--- src/rtl/lock_pkg.sv ---
// Shared types and constants for the code-entry front-end
// of the six-input combination lock.
package lock_pkg;

    localparam int CODE_W = 6;

    typedef enum logic [2:0] {
        IDLE,
        COLLECT,
        PRESENT,
        OPEN,
        LOCKOUT
    } state_e;

    // The timer only ever holds window-1, so clog2(max) bits suffice.
    function automatic int timer_w(input int a, input int b, input int c);
        int m;
        m = a;
        if (b > m) m = b;
        if (c > m) m = c;
        return (m < 2) ? 1 : $clog2(m);
    endfunction

endpackage

--- src/rtl/lock_timer.sv ---
// Loadable down-counter shared by the settle, open and lockout windows.
// Holds at zero until reloaded.
module lock_timer #(
    parameter int W = 4
) (
    input  logic         clk,
    input  logic         rst_n,
    input  logic         load_i,
    input  logic [W-1:0] load_val_i,
    output logic         zero_o
);

    logic [W-1:0] cnt_q;

    always_ff @(posedge clk or negedge rst_n) begin
        if (!rst_n) begin
            cnt_q <= '0;
        end else if (load_i) begin
            cnt_q <= load_val_i;
        end else if (cnt_q != '0) begin
            cnt_q <= cnt_q - W'(1);
        end
    end

    assign zero_o = (cnt_q == '0);

endmodule

--- src/rtl/lock_code_entry.sv ---
// Collects a keyed code bit by bit, presents it to the lock checker,
// then runs the open window, failure count and timed lockout.
module lock_code_entry
    import lock_pkg::*;
#(
    parameter int SETTLE_CYC = 2,
    parameter int OPEN_CYC   = 8,
    parameter int MAX_FAIL   = 3,
    parameter int LOCK_CYC   = 16,
    localparam int FW        = $clog2(MAX_FAIL + 1)
) (
    input  logic              clk,
    input  logic              rst_n,
    input  logic              key_valid,
    input  logic              key_bit,
    input  logic              key_clear,
    output logic [CODE_W-1:0] code,
    input  logic              z_in,
    output logic              unlocked,
    output logic              lockout,
    output logic              busy,
    output logic [FW-1:0]     fail_cnt
);

    localparam int TW  = timer_w(SETTLE_CYC, OPEN_CYC, LOCK_CYC);
    localparam int BW  = $clog2(CODE_W + 1);
    localparam int FW1 = FW + 1;

    state_e            state_q;
    logic [CODE_W-1:0] sr_q;
    logic [CODE_W-1:0] code_q;
    logic [BW-1:0]     bits_q;
    logic [FW-1:0]     fail_q;
    logic              unl_q;
    logic              lko_q;
    logic              busy_q;

    logic [CODE_W-1:0] sr_d;
    logic [BW-1:0]     bits_d;
    logic              entering;
    logic              full;
    logic              fail_lock;
    logic              done;
    logic              tmr_load;
    logic [TW-1:0]     tmr_val;
    logic              tmr_zero;

    always_comb begin
        entering  = (state_q == IDLE || state_q == COLLECT)
                    && key_valid && !key_clear;
        sr_d      = (state_q == IDLE) ? CODE_W'(key_bit)
                    : ((sr_q << 1) | CODE_W'(key_bit));
        bits_d    = ((state_q == IDLE) ? '0 : bits_q) + BW'(1);
        full      = entering && (bits_d == BW'(CODE_W));
        fail_lock = ({1'b0, fail_q} + FW1'(1)) >= FW1'(MAX_FAIL);
        done      = (state_q == PRESENT) && tmr_zero;
        tmr_load  = 1'b0;
        tmr_val   = '0;
        unique case (1'b1)
            full: begin
                tmr_load = 1'b1;
                tmr_val  = TW'(SETTLE_CYC - 1);
            end
            done && z_in: begin
                tmr_load = 1'b1;
                tmr_val  = TW'(OPEN_CYC - 1);
            end
            done && !z_in && fail_lock: begin
                tmr_load = 1'b1;
                tmr_val  = TW'(LOCK_CYC - 1);
            end
            default: ;
        endcase
    end

    lock_timer #(.W(TW)) u_timer (
        .clk       (clk),
        .rst_n     (rst_n),
        .load_i    (tmr_load),
        .load_val_i(tmr_val),
        .zero_o    (tmr_zero)
    );

    always_ff @(posedge clk or negedge rst_n) begin
        if (!rst_n) begin
            state_q <= IDLE;
            sr_q    <= '0;
            code_q  <= '0;
            bits_q  <= '0;
            fail_q  <= '0;
            unl_q   <= 1'b0;
            lko_q   <= 1'b0;
            busy_q  <= 1'b0;
        end else begin
            unique case (state_q)
                IDLE, COLLECT: begin
                    if (key_clear) begin
                        sr_q    <= '0;
                        bits_q  <= '0;
                        state_q <= IDLE;
                    end else if (key_valid) begin
                        sr_q   <= sr_d;
                        bits_q <= bits_d;
                        if (full) begin
                            state_q <= PRESENT;
                            code_q  <= sr_d;
                            busy_q  <= 1'b1;
                        end else begin
                            state_q <= COLLECT;
                        end
                    end
                end
                PRESENT: begin
                    if (tmr_zero) begin
                        sr_q   <= '0;
                        bits_q <= '0;
                        code_q <= '0;
                        if (z_in) begin
                            state_q <= OPEN;
                            unl_q   <= 1'b1;
                            fail_q  <= '0;
                        end else if (fail_lock) begin
                            state_q <= LOCKOUT;
                            lko_q   <= 1'b1;
                            fail_q  <= FW'(MAX_FAIL);
                        end else begin
                            state_q <= IDLE;
                            busy_q  <= 1'b0;
                            fail_q  <= fail_q + FW'(1);
                        end
                    end
                end
                OPEN: begin
                    if (tmr_zero) begin
                        state_q <= IDLE;
                        unl_q   <= 1'b0;
                        busy_q  <= 1'b0;
                    end
                end
                LOCKOUT: begin
                    if (tmr_zero) begin
                        state_q <= IDLE;
                        lko_q   <= 1'b0;
                        busy_q  <= 1'b0;
                        fail_q  <= '0;
                    end
                end
                default: state_q <= IDLE;
            endcase
        end
    end

    assign code     = code_q;
    assign unlocked = unl_q;
    assign lockout  = lko_q;
    assign busy     = busy_q;
    assign fail_cnt = fail_q;

endmodule
--- config.mk ---
export PLATFORM = sky130hd
export DESIGN_NAME = lock_code_entry
export DESIGN_NICKNAME = d
export VERILOG_FILES = /design/src/rtl/lock_pkg.sv /design/src/rtl/lock_timer.sv /design/src/rtl/lock_code_entry.sv
export SDC_FILE = /design/constraint.sdc
export NUM_CORES = 1
export LEC_CHECK = 0
export ABC_AREA = 0
export ABC_CLOCK_PERIOD_IN_PS = 5300
export BUFFER_PORTS_ARGS = -buffer_cell sky130_fd_sc_hd__buf_2
export CAP_MARGIN = 25
export CORE_MARGIN = 3
export CORE_UTILIZATION = 60
export DETAILED_ROUTE_END_ITERATION = 10
export PLACE_DENSITY = 0.78
export SLEW_MARGIN = 20
export SYNTH_ARGS = -nofsm -noshare
export SYNTH_HDL_FRONTEND = slang
export SYNTH_SLANG_ARGS = --single-unit
--- constraint.sdc ---
create_clock -name clk -period 5.3 [get_ports clk]
set_input_delay 1.06 -clock clk [delete_from_list [all_inputs] [get_ports clk]]
set_output_delay 1.06 -clock clk [all_outputs]
set_load 0.03 [all_outputs]
==> impl_metrics.py <==
metrics = {
    "detailed_routing": {
        "via_count": 1091,
        "vias_per_cell": 5.87,
        "drcViolationCount": 0,
        "wirelength_um": 2610,
        "wl_per_cell_um": 14.0,
        "drtPass1Iterations": 4,
        "initialDrtViolationCount": 20,
        "ant_nets": 0,
    },
    "worst_setup_path": {
        "cpMaxStageDelayCell": "o211ai_1",
        "worstPathCellList": "or2_2 > o21ai_0 > inv_1 > ha_1 > a21boi_0 > o211ai_1 > clkbuf_2 > nand2_1 > o22ai_1",
        "worstPathArrival_ps": 3070,
        "startpoint_type": "register",
        "end_kind": "register",
        "crit_buf_inv": 2,
        "crit_fanout": 13,
        "worstPathRequired_ps": 5530,
        "critPathTopFamily": "compound AO/OA/AOI/OAI gates",
        "crit_type": "reg2reg",
        "max_stage_delay_ps": 610,
    },
    "global_route": {
        "grt.total_usage_pct": 21.0,
        "antenna_found_initial": 0,
        "grt_start_max_net_pins": 27,
        "grt.overflow.total": 0,
        "first_global_vias": 962,
        "grt_pass1_wl_um": 4420,
    },
    "synth": {
        "synth.area.top_cells": "dfrtp_1, nand2_1, o21ai_0",
        "netlist_area_um2": 1320,
        "syn_avg_cell_area_um2": 9.04,
        "ys_ff_latch": 26,
        "ys_types": 33,
        "synth_top_area_share_pct": 49.3,
        "syn_nets": 156,
        "syn_inst": 146,
        "ys_seq_area_share_pct": 49.3,
        "ys.flop_type": "dfrtp_1",
        "synth-edff-count": 0,
        "yosysWarnings": 0,
        "yosysTopAreaCell": "dfrtp_1",
        "synth-async-reset-ratio_pct": 100,
    },
    "cts": {
        "cts_setup_buffers": 0,
        "cts.sinks": 26,
        "clk_pin_slew_ps": 140,
        "cts_tree": "yes",
        "cts_resized": 0,
        "clockRootBuffer": "clkbuf_4",
        "numCtsBuffers": 3,
        "clk_latency_ps": 310,
        "cts_buffer_depth": 2,
        "ctsHoldBuffers": 0,
        "htreeDepth": 1,
    },
    "layout": {
        "post-route-util_pct": 71.7,
        "multi_input_area_um2": 609,
        "syn_to_final_growth_pct": 9.86,
        "num_antenna_cells": 0,
        "nFillCells": 170,
        "drive_gt1_share_pct": 16.4,
        "seqCellArea_um2": 651,
        "fin_nets": 170,
    },
    "status": {
        "status": "finished clean",
    },
    "timing": {
        "final_hold_viol_count": 0,
        "clock_skew_ps": 6.15,
        "rsz0062_at_grt": "false",
        "setup_viol_count_final": 0,
        "relSlewSlack_pct": 53.9,
        "tightest_slew_ps": 681,
        "slew_viol_final": 0,
        "min_period_ps": 2840,
        "timing.fmax_ghz": 0.352,
        "tns_ps": 0,
        "timing.final.crit_share_pct": 53.5,
    },
    "die": {
        "rows": 16,
        "core_area_um2": 2020,
        "ios": 17,
        "die_h_um": 52.9,
        "dieArea_um2": 2800,
        "start_util_pct": 65.3,
        "die_x_um": 52.9,
    },
    "run": {
        "maxCapViolations": 0,
    },
    "power_and_ir_drop": {
        "p_total_mw": 0.497,
        "seqPwrFrac_pct": 49.3,
        "clkPwrFrac_pct": 26.5,
        "swShare_pct": 29.6,
        "powerDensity_nw_per_um2": 343,
        "power.switching_mw": 0.147,
        "p_comb_share_pct": 24.3,
        "leakage_nw": 0.663,
        "peakVddDrop_v": 0.000196,
        "p_int_mw": 0.350,
    },
    "place": {
        "port_buffers": 16,
        "dp_hpwl_um": 1950,
        "gp_congestion": 0.848,
    },
    "worst_hold_path": {
        "hp-class": "reg2reg",
    },
}
[per-layer routing]
layer	up-vias	track usage (%)	routed length (um)
met5	-	0	0
met4	0	3.83	3
met3	2	2.82	120
met2	26	31.8	1190
met1	530	32.4	1290
li1	533	-	-
[registers in the layout (all words and copies together), names as in the netlist]
register	flops
busy	1
code	6
bits_q	3
unlocked	1
fail_cnt	2
state_q	3
lockout	1
sr_q	5
u_timer.cnt_q	4
[placed cells by master (no fill, tap or decap), drive strengths merged, types with 2 or more instances in the layout]
master	count
nor2b	4
o211ai	2
o21a	2
nor4b	2
nand3	8
nor2	3
o21ai	24
dfrtp	26
xnor2	3
nor3	4
nand2b	3
inv	5
ha	4
a21oi	6
nand2	29
buf	16
clkbuf	4
[power groups by stage]
stage	clock network, mW	registers, mW	logic (mW)
floorplan	0	0.249	0.0886
global placement	0	0.246	0.115
detailed placement	0	0.248	0.120
CTS	0.138	0.244	0.122
global route	0.144	0.248	0.138
finish	0.132	0.245	0.121
[kinds of logic after synthesis]
group                      share of synthesized area, %
xor gates and xnor gates                           1.99
DFF                                                49.3
buffers and inverters                              4.55
AOI/OAI and AO/OA                                  17.9
and+or+nand+nor                                    22.5
adders and majority gates                          3.79
[final cells by class]
| cell class | instances | area share (%) |
|---|---|---|
| flip-flops and latches | 26 | 44.9 |
| clock buffers | 3 | 1.55 |
| clock inverters | 1 | 2.07 |
| repair buffers | 17 | 5.87 |
| multi-input cells | 107 | 42.0 |
| well taps | 27 | 2.33 |
| inverters | 5 | 1.29 |
[through the flow]
step,hold WS (ps),std cells,cell area (um2),setup WS [ps]
after floorplan,449,146,1320,2890
after global placement,470,181,1390,2470
after global routing,545,186,1450,2130
after detailed placement,481,181,1390,2370
final,507,186,1450,2460
after CTS,513,185,1450,2350
[Yosys cell counts, types with 2 or more instances]
library cell	n
nand2_1	29
dfrtp_1	26
nor2_1	3
nand3_1	8
o21ai_0	18
o21ai_1	4
inv_1	5
nor2b_1	4
clkbuf_1	4
o211ai_1	2
nor3_1	4
a21oi_1	6
buf_2	3
ha_1	4
xnor2_1	3
nor4b_1	2
o21ai_2	2
nand2b_1	3
o21a_1	2
[worst paths after layout]
kind,start,end,slack (ps),cells past startpoint
min in group asynchronous,rst_n,code[1]$_DFFE_PN0P_,720,1
max reg2reg,state_q[2]$_DFFE_PN0P_,u_timer.cnt_q[3]$_DFFE_PN0P_,2460,9
max,state_q[2]$_DFFE_PN0P_,u_timer.cnt_q[3]$_DFFE_PN0P_,2460,9
max in group asynchronous,rst_n,state_q[2]$_DFFE_PN0P_,4210,1
min,lockout$_DFFE_PN0P_,lockout$_DFFE_PN0P_,510,2
min reg2reg,lockout$_DFFE_PN0P_,lockout$_DFFE_PN0P_,510,2
[worst min-delay path, cell delays in order, from the launching register on]
cell	delay, ps
dfrtp_1	380
nand2_1	50
nand2_1	50
(Power assumes the default switching activity.)
